**config.mk**
```make
export PLATFORM = sky130hd
export DESIGN_NAME = rename_flat
export DESIGN_NICKNAME = d
export VERILOG_FILES = /design/src/rtl/rename_pkg.sv /design/src/rtl/rename_if.sv /design/src/rtl/rename_free_list.sv /design/src/rtl/rename.sv /design/src/flat_wrapper.sv
export SDC_FILE = /design/constraint.sdc
export NUM_CORES = 1
export LEC_CHECK = 0
export CORE_UTILIZATION = 50
export DETAILED_ROUTE_END_ITERATION = 6
export PLACE_DENSITY = 0.77
export SYNTH_ARGS = -nofsm -noshare
export SYNTH_HDL_FRONTEND = slang
export SYNTH_HIERARCHICAL = 1
export SYNTH_SLANG_ARGS = --single-unit
```
**constraint.sdc**
```tcl
create_clock -name clk -period 3.6 [get_ports clk]
set_input_delay 0.72 -clock clk [delete_from_list [all_inputs] [get_ports clk]]
set_output_delay 0.72 -clock clk [all_outputs]
set_load 0.1 [all_outputs]
```
**src/rtl/rename_pkg.sv**
```systemverilog
// Shared types and constants for the rename stage and its free list.
package rename_pkg;

  localparam int NAREG  = 32;
  localparam int NPREG  = 64;
  localparam int AREG_W = $clog2(NAREG);
  localparam int PREG_W = $clog2(NPREG);

  typedef logic [AREG_W-1:0] t_areg;
  typedef logic [PREG_W-1:0] t_preg;

  // Free-list contents right after reset: every preg above the architectural range.
  localparam logic [NPREG-1:0] FREE_RESET = {{(NPREG-NAREG){1'b1}}, {NAREG{1'b0}}};

  typedef enum logic [1:0] {
    OP_INVD = 2'd0,
    OP_REG  = 2'd1,
    OP_IMM  = 2'd2,
    OP_MEM  = 2'd3
  } t_optype;

  typedef struct packed {
    t_optype optype;
    t_areg   opreg;
  } t_opnd;

  typedef struct packed {
    logic [7:0]  uop;
    t_opnd       dst;
    t_opnd       src1;
    t_opnd       src2;
    logic [15:0] imm;
  } t_uinstr;

  typedef struct packed {
    t_uinstr uinstr;
    t_preg   psrc1;
    t_preg   psrc2;
    t_preg   pdst;
    t_preg   pdst_old;
  } t_uinstr_rn;

  typedef struct packed {
    logic  dst_vld;
    t_areg areg;
    t_preg pdst;
    t_preg pdst_old;
  } t_rename_retire_pkt;

  typedef struct packed {
    logic        valid;
    logic [31:0] pc;
  } t_nuke_pkt;

  // Lowest set bit of a preg vector; returns 0 for an empty vector.
  function automatic t_preg ffs(input logic [NPREG-1:0] v);
    t_preg r;
    r = '0;
    for (int i = NPREG - 1; i >= 0; i--) begin
      if (v[i]) r = t_preg'(i);
    end
    return r;
  endfunction

endpackage

```
**src/rtl/rename_if.sv**
```systemverilog
// Decode -> rename -> allocation handshake bundle.
// Handshake: decode raises valid_de1 only in a cycle where rename_ready_rn0
// is 1, so valid_de1 alone means transfer. valid_rn1 is a single-cycle pulse
// per uop with no back-pressure, because alloc_ready_ra0 was already folded
// into rename_ready_rn0 the cycle before.
interface rename_if;
  import rename_pkg::*;

  logic       valid_de1;
  t_uinstr    uinstr_de1;
  logic       rename_ready_rn0;
  logic       alloc_ready_ra0;
  logic       valid_rn1;
  t_uinstr_rn uinstr_rn1;

  // Upstream decode plus downstream allocation side.
  modport master (
    output valid_de1, uinstr_de1, alloc_ready_ra0,
    input  rename_ready_rn0, valid_rn1, uinstr_rn1
  );

  // Rename stage side.
  modport slave (
    input  valid_de1, uinstr_de1, alloc_ready_ra0,
    output rename_ready_rn0, valid_rn1, uinstr_rn1
  );
endinterface

```
**src/rtl/rename_free_list.sv**
```systemverilog
// Bit-vector physical register free list with retirement-used shadow vector.
module rn_free_list
  import rename_pkg::*;
(
  input  logic  clk,
  input  logic  reset,
  input  logic  alloc_req_i,
  output t_preg alloc_preg_o,
  output logic  avail_o,
  input  logic  free_req_i,
  input  t_preg free_preg_i,
  input  logic  used_upd_i,
  input  t_preg used_set_i,
  input  t_preg used_clr_i,
  input  logic  nuke_i
);

  logic [NPREG-1:0] free_q, free_d;
  logic [NPREG-1:0] used_q, used_d;

  // Selection always works on the pre-update vector, so a preg freed this
  // cycle is never handed out in the same cycle.
  assign alloc_preg_o = ffs(free_q);
  assign avail_o      = |free_q;

  // Next-state of both vectors from this cycle's allocate/free/retire events.
  always_comb begin
    free_d = free_q;
    used_d = used_q;
    if (alloc_req_i) free_d[alloc_preg_o] = 1'b0;
    if (free_req_i)  free_d[free_preg_i]  = 1'b1;
    if (used_upd_i) begin
      used_d[used_set_i] = 1'b1;
      used_d[used_clr_i] = 1'b0;
    end
  end

  // State update; a nuke rebuilds the free list from the retired mapping.
  always_ff @(posedge clk) begin
    if (reset) begin
      free_q <= FREE_RESET;
      used_q <= ~FREE_RESET;
    end else if (nuke_i) begin
      used_q <= used_d;
      free_q <= ~used_d;
    end else begin
      free_q <= free_d;
      used_q <= used_d;
    end
  end

  // Allocating from an empty list or double-freeing a preg is a pipeline bug.
  always_ff @(posedge clk) begin
    if (!reset) begin
      if (alloc_req_i) assert (avail_o);
      if (free_req_i)  assert (!free_q[free_preg_i]);
    end
  end

endmodule

```
**src/rtl/rename.sv**
```systemverilog
// Rename stage: speculative RAT lookup/update, RRAT tracking, 1-cycle output pipe.
module rename
  import rename_pkg::*;
(
  input  logic               clk,
  input  logic               reset,
  input  t_nuke_pkt          nuke_rb1,
  input  logic               retire_valid_rb1,
  input  t_rename_retire_pkt retire_pkt_rb1,
  rename_if.slave            rn_if
);

  t_preg      rat_q  [NAREG];
  t_preg      rrat_q [NAREG];
  t_preg      rrat_d [NAREG];

  logic       valid_rn1_q;
  t_uinstr_rn uinstr_rn1_q;
  t_uinstr_rn uop_rn0;

  logic       fire_rn0;
  logic       dst_is_reg;
  logic       alloc_req;
  t_preg      alloc_preg;
  logic       avail;
  logic       retire_dst;
  logic       unused_nuke_pc;

  assign unused_nuke_pc = ^nuke_rb1.pc;

  assign retire_dst = retire_valid_rb1 & retire_pkt_rb1.dst_vld;

  // Conservative: one free preg is required even for uops without a destination.
  assign rn_if.rename_ready_rn0 = rn_if.alloc_ready_ra0 & avail & ~nuke_rb1.valid & ~reset;

  assign fire_rn0   = rn_if.valid_de1;
  assign dst_is_reg = (rn_if.uinstr_de1.dst.optype == OP_REG);
  assign alloc_req  = fire_rn0 & dst_is_reg;

  rn_free_list u_free_list (
    .clk          (clk),
    .reset        (reset),
    .alloc_req_i  (alloc_req),
    .alloc_preg_o (alloc_preg),
    .avail_o      (avail),
    .free_req_i   (retire_dst),
    .free_preg_i  (retire_pkt_rb1.pdst_old),
    .used_upd_i   (retire_dst),
    .used_set_i   (retire_pkt_rb1.pdst),
    .used_clr_i   (retire_pkt_rb1.pdst_old),
    .nuke_i       (nuke_rb1.valid)
  );

  // Build the renamed uop from the current RAT; no bypass since writes land at the edge.
  always_comb begin
    uop_rn0          = '0;
    uop_rn0.uinstr   = rn_if.uinstr_de1;
    if (rn_if.uinstr_de1.src1.optype == OP_REG)
      uop_rn0.psrc1 = rat_q[rn_if.uinstr_de1.src1.opreg];
    if (rn_if.uinstr_de1.src2.optype == OP_REG)
      uop_rn0.psrc2 = rat_q[rn_if.uinstr_de1.src2.opreg];
    if (dst_is_reg) begin
      uop_rn0.pdst     = alloc_preg;
      uop_rn0.pdst_old = rat_q[rn_if.uinstr_de1.dst.opreg];
    end
  end

  // Retirement mapping including this cycle's retire, used both normally and on nuke.
  always_comb begin
    rrat_d = rrat_q;
    if (retire_dst) rrat_d[retire_pkt_rb1.areg] = retire_pkt_rb1.pdst;
  end

  // RAT/RRAT update and output pipe register; nuke restores RAT from the retired view.
  always_ff @(posedge clk) begin
    if (reset) begin
      for (int i = 0; i < NAREG; i++) begin
        rat_q[i]  <= t_preg'(i);
        rrat_q[i] <= t_preg'(i);
      end
      valid_rn1_q  <= 1'b0;
      uinstr_rn1_q <= '0;
    end else if (nuke_rb1.valid) begin
      rat_q       <= rrat_d;
      rrat_q      <= rrat_d;
      valid_rn1_q <= 1'b0;
    end else begin
      rrat_q      <= rrat_d;
      valid_rn1_q <= fire_rn0;
      if (alloc_req) rat_q[rn_if.uinstr_de1.dst.opreg] <= alloc_preg;
      if (fire_rn0)  uinstr_rn1_q <= uop_rn0;
    end
  end

  // Decode must never present a uop that rename has not declared ready for.
  always_ff @(posedge clk) begin
    if (!reset) assert (!rn_if.valid_de1 || rn_if.rename_ready_rn0);
  end

  assign rn_if.valid_rn1  = valid_rn1_q;
  assign rn_if.uinstr_rn1 = uinstr_rn1_q;

endmodule
```
**src/flat_wrapper.sv**
```systemverilog
// flat-port wrapper written by rule: the top's interface ports become plain ports
module rename_flat import rename_pkg::*;
  (clk, reset, nuke_rb1, retire_valid_rb1, retire_pkt_rb1, rn_if_valid_de1, rn_if_uinstr_de1, rn_if_alloc_ready_ra0, rn_if_rename_ready_rn0, rn_if_valid_rn1, rn_if_uinstr_rn1);
  rename_if rn_if_i ();
  input  logic clk;
  input  logic reset;
  input  t_nuke_pkt nuke_rb1;
  input  logic retire_valid_rb1;
  input  t_rename_retire_pkt retire_pkt_rb1;
  input wire logic [$bits(rn_if_i.valid_de1)-1:0] rn_if_valid_de1;
  input wire logic [$bits(rn_if_i.uinstr_de1)-1:0] rn_if_uinstr_de1;
  input wire logic [$bits(rn_if_i.alloc_ready_ra0)-1:0] rn_if_alloc_ready_ra0;
  output wire logic [$bits(rn_if_i.rename_ready_rn0)-1:0] rn_if_rename_ready_rn0;
  output wire logic [$bits(rn_if_i.valid_rn1)-1:0] rn_if_valid_rn1;
  output wire logic [$bits(rn_if_i.uinstr_rn1)-1:0] rn_if_uinstr_rn1;
  assign rn_if_i.valid_de1 = rn_if_valid_de1;
  assign rn_if_i.uinstr_de1 = rn_if_uinstr_de1;
  assign rn_if_i.alloc_ready_ra0 = rn_if_alloc_ready_ra0;
  assign rn_if_rename_ready_rn0 = rn_if_i.rename_ready_rn0;
  assign rn_if_valid_rn1 = rn_if_i.valid_rn1;
  assign rn_if_uinstr_rn1 = rn_if_i.uinstr_rn1;
  rename u_core (.clk(clk), .reset(reset), .nuke_rb1(nuke_rb1), .retire_valid_rb1(retire_valid_rb1), .retire_pkt_rb1(retire_pkt_rb1), .rn_if(rn_if_i));
endmodule
```
Yosys cells after proc, flatten, opt, wreduce, memory -nomap -nowiden
Index checks and enable logic that the tools add are counted.
- output and inout port bits: 71
- word-level logic and storage cells: 216
- bits in registers: 582
- input port bits: 101
- $lt $le $gt $ge: 12
- bitwise logic cells: 18
- reduce and logical (&&, ||, !) cells: 9
- multiplexer cells: 95
- equality and inequality tests: 3
- operators by type and width (cell ; number):
    192-bit 2-to-1 mux ; 3
    6-bit 2-to-1 mux ; 74
    192-bit bitwise mux ; 2
    64-bit 2-to-1 mux ; 4
    64-bit inverter ; 3
    64-bit bitwise AND ; 2
    64-bit OR ; 2
    6-bit binary-select mux with 5-bit select ; 3
    64-bit OR reduction ; 1
    6-bit demux with 5-bit select ; 2
    6-bit >= comparator, second input constant ; 4
    5-bit inverter with 6-bit output ; 4
    6-bit by 7-bit less-than comparator with 1-bit output, second input constant ; 3
    1-bit demux with 6-bit select ; 3
    6-bit by 1-bit >= comparator with 1-bit output, second input constant ; 3
    6-bit by 1-bit less-than comparator with 1-bit output, second input constant ; 2
    12-bit 2-to-1 mux ; 1
    2-bit by 1-bit equality test with 1-bit output, second input constant ; 3
    1-bit bitwise AND ; 5
    1-bit logical AND ; 5
    1-bit 2-to-1 mux ; 3
    1-bit inverter ; 2
    2-bit AND reduction ; 1
    2-bit nonzero test ; 1
    2-bit OR reduction ; 1

Depth between registers and ports, before layout
- word-level depth: 74
- depth in mapped cells: 12
- depth with buffers taken out: 9

Cells and area by module
Netlist, hierarchy kept.
- by module, submodules not included (module ; times used ; sequential area each (µm²) ; area each (µm²) ; cells an instance):
    rename ; 1 ; 9088.7 ; 23636.4 ; 2259
    rn_free_list ; 1 ; 2562.5 ; 7118.1 ; 893

Worst setup path after synthesis
Ideal clock, no wire load.
- path kind: input to output
- from: input nuke_rb1[32] in the netlist's numbering
- to: output rn_if_rename_ready_rn0
- setup slack: -1.293 ns
- stages: 4
- arrival time: 4.173 ns
- cell sequence: buf_2 -> clkbuf_1 -> clkbuf_1 -> nor4bb_1
- cells in the longest elaborated chain, start to end: 3
- ends and longest elaborated chain (item ; line ; text):
    start: declaration ; flat_wrapper.sv:7 ; input t_nuke_pkt nuke_rb1;
    1-bit inverter (no source line) ; -- ;
    1-bit bitwise AND (2 in series) ; rename.sv:34 ; assign rn_if.rename_ready_rn0 = rn_if.alloc_ready_ra0 & avail & ~nuke_rb1.valid & ~reset;
    end: declaration ; flat_wrapper.sv:13 ; output wire logic [$bits(rn_if_i.rename_ready_rn0)-1:0] rn_if_rename_ready_rn0;
No other way between the ends.

Worst setup path in the final report
- from: register u_core.u_free_list.free_q[50]
- to: output rn_if_rename_ready_rn0
- cells in the longest elaborated chain, start to end: 4
- ends and longest elaborated chain (item ; line ; text):
    start: declaration ; rename_free_list.sv:18 ; logic [NPREG-1:0] free_q, free_d;
    start signal: assignment ; rename_free_list.sv:45 ; free_q <= ~used_d;
    start signal: assignment ; rename_free_list.sv:47 ; free_q <= free_d;
    64-bit OR reduction ; rename_free_list.sv:24 ; assign avail_o = |free_q;
    named net u_core.avail ; rename.sv:25 ; logic avail;
    1-bit bitwise AND (3 in series) ; rename.sv:34 ;
The timed path passes the listed nets, and every way through them passes these cells.

==> summary.txt <==
Outcome
  • Status: finished clean

Worst setup path
  • Critical Setup Path Class: register to output port
  • Setup crit start: u_core/u_free_list/free_q[50]
  • Worst Path Arrival: 2.74 ns
  • Reg2reg end: u_core/rat_q[18]
  • Critical path startpoint category: register
  • Worst EP required: 2.88 ns
  • Worst setup endpoint: rn_if_rename_ready_rn0
  • Reg-to-reg critical path startpoint: u_core/u_free_list/free_q[13]
  • Crit path max fanout: 5
  • R2R setup slack: 0.32 ns
  • Worst r2r path cells: 9
  • Crit path capture type: output port

Cells and area
  • P&R area growth vs syn: 14.6%
  • Most frequent cells in the layout: dfxtp_1, mux2i_1, nor2_1, a21oi_1, nand2_1
  • Nets@finish: 3334
  • Fraction of layout cells with a size suffix above 1: 19.5%
  • Leading cell type in the layout, fill and taps excluded: dfxtp_1
  • Filler cell count: 5122
  • Finished Cell Area: 35300 µm²

Clock tree
  • Clock Tree Root: clkbuf_16
  • H-tree levels: 2
  • Sink Count: 582
  • Clock Tree Buf Depth: 3
  • CTS Hold Bufs: 0
  • Worst skew pair latency: 0.64 ns
  • CTS tree: built
  • Post_cts resized: 0
  • Clk slew on worst S/H paths: 0.06 ns
  • CTS Buf Count: 61
  • Post-CTS Setup Inserts: 0

Route
  • Vias per cell: 6.42
  • DR iter-0 viols: 3537
  • DR pass1 iterations: 6
  • DRC violations left: 0
  • WL final: 102000 µm
  • Post-DRT Antenna Nets: 0
  • Routed via count: 26100
  • WL per Instance: 25.0 µm

Place
  • Placed Area: 33100 µm²
  • Port Buffers: 139
  • GPL Wtd Cong: 1.00
  • Post-DP HPWL: 69600 µm

GRT
  • Largest net degree at the start of global routing: 188
  • Total gr overflow: 0
  • GRT Overall Usage: 31.6%
  • First-pass GRT wire length: 152000 µm
  • Number of global-route vias before repair: 24400
  • Initial antenna violation count: 3

Floorplanning
  • Die ar.: 62500 µm²
  • I/O pin cnt: 172
  • Initial core utilization: 50.8%
  • Die width: 250 µm
  • Core area: 60600 µm²
  • Num rows: 90
  • Die Y: 250 µm

Timing
  • Final Max Slew Viols: 0
  • Clock Skews: 0.0263 ns
  • Final hold vios: 0
  • Tightest Pin Transition: 1.11 ns
  • Setup Viol. Count Final: 0
  • Setup tns final: 0 ns
  • Final worst path period share: 96.1%
  • Hold WS: 0.451 ns
  • RSZ-0062 raised after global routing: no
  • Fmax: 289 MHz
  • Tmin final: 3.46 ns
  • Slew headroom: 25.5%

Pwr
  • Pwr dens: 444 nW/µm²
  • Leakage: 13.5 nW
  • Max rail drop VDD: 401 µV

Synthesis
  • Distinct cells, synth: 99
  • Post-Syn Area per Cell: 9.76 µm²
  • Top_reg_cell synth: dfxtp_1
  • Syn. warnings: 6
  • Yosys reg bits: 582
  • Number of synthesized flops with an enable pin: 0
  • Synth Cell Area: 30800 µm²
  • Async SR Flop Fraction: 0%
  • Part of the Yosys area used for sequential elements: 37.9%
  • Net Count, Synth: 3253
  • Synth Instances: 3152

Hold path
  • Worst hold path depth: 2
  • Tightest Hold Check Type: register to register

Flow run
  • Max cap viols: 0
state kept, by name, summed over array words and instances (netlist names):
register,count
u_core/u_free_list/used_q,64
u_core/u_free_list/free_q,64
u_core/rn_if.valid_rn1,1
u_core/rrat_q,192
u_core/rn_if.uinstr_rn1,69
u_core/rat_q,192
cells in the mapped netlist, types with 20 or more instances:
cell type	instances	area, µm²
dfxtp_1	582	11700
mux2i_1	408	4080
nor2_1	368	1380
a21oi_1	221	1110
clkbuf_1	165	619
nand2_1	155	582
a211oi_1	143	1070
mux4_2	120	2700
nand2b_1	103	644
or2_2	91	569
a22oi_1	71	533
mux2_2	67	754
nor3_1	49	245
buf_2	43	215
o21ai_0	43	215
mux2_1	41	462
or2_1	33	206
inv_1	28	105
nor2b_1	27	169
o22ai_1	23	144
nor3b_1	21	158
nand3_1	20	100
logic make-up after synthesis:
kind of cell / synth area share, %
mux: 26.4
simple gates: 17.8
compound gates: 13.9
flops: 37.9
buf+inv: 4.09
cell type report:
| class | count | area [µm²] | share of cell area, % |
|---|---|---|---|
| antenna | 1 | 2.50 | 0.00710 |
| sequential | 582 | 11700 | 33.1 |
| clock inverter | 22 | 260 | 0.738 |
| inverter | 29 | 109 | 0.309 |
| timing repair buffer | 269 | 2460 | 6.98 |
| clock buffer | 88 | 1880 | 5.33 |
| multi-input combinational | 2290 | 17900 | 50.8 |
| tap | 782 | 978 | 2.78 |
routing by layer:
metal  up-vias  global-route usage [%]  wire length [µm]
met4         6                    13.2              4640
met2      1472                    48.7             45200
li1      11700                       -                 -
met3       287                    6.20             10500
met1     12600                    43.3             41200
met5         -                       0                37
worst min path at each step:
stage | endpoint | startpoint
after floorplan | u_core/rrat_q[103] | u_core/rrat_q[103]
after global placement | u_core/rn_if.uinstr_rn1[32] | u_core/rn_if.uinstr_rn1[32]
after detailed placement | u_core/rn_if.uinstr_rn1[63] | u_core/rn_if.uinstr_rn1[63]
after CTS | u_core/u_free_list/free_q[55] | nuke_rb1[32]
after global routing | u_core/rn_if.uinstr_rn1[52] | u_core/rn_if.uinstr_rn1[52]
final | u_core/rn_if.uinstr_rn1[52] | u_core/rn_if.uinstr_rn1[52]
critical path, cell delays in order, from the launching register on:
cell      delay [ns]
dfxtp_1         0.37
or4_1           0.59
nor2_1          0.14
nand3_1         0.20
nor3_2          0.23
nand2_1         0.14
nor4bb_4        0.17
buf_4           0.26
where the power goes:
| group | leakage [nW] | switching (mW) | internal, mW |
|---|---|---|---|
| clock | 1.06 | 2.71 | 3.96 |
| combinational | 7.74 | 1.46 | 0.751 |
| sequential | 4.73 | 0.170 | 6.58 |
| total | 13.5 | 4.34 | 11.3 |
through the flow:
stage                     util, %  std cells  total power [mW]  worst slack (ns)
final                        58.2       4063              15.6             0.140
after CTS                    58.1       4062              15.6            0.0507
after floorplan                 -       3152              8.26             0.466
after global routing         58.2       4062              16.0            0.0489
after detailed placement     54.6       3952              9.02             0.313
after global placement       54.6       3952              9.00             0.376
Note: power is estimated with default switching activity, not from simulation.
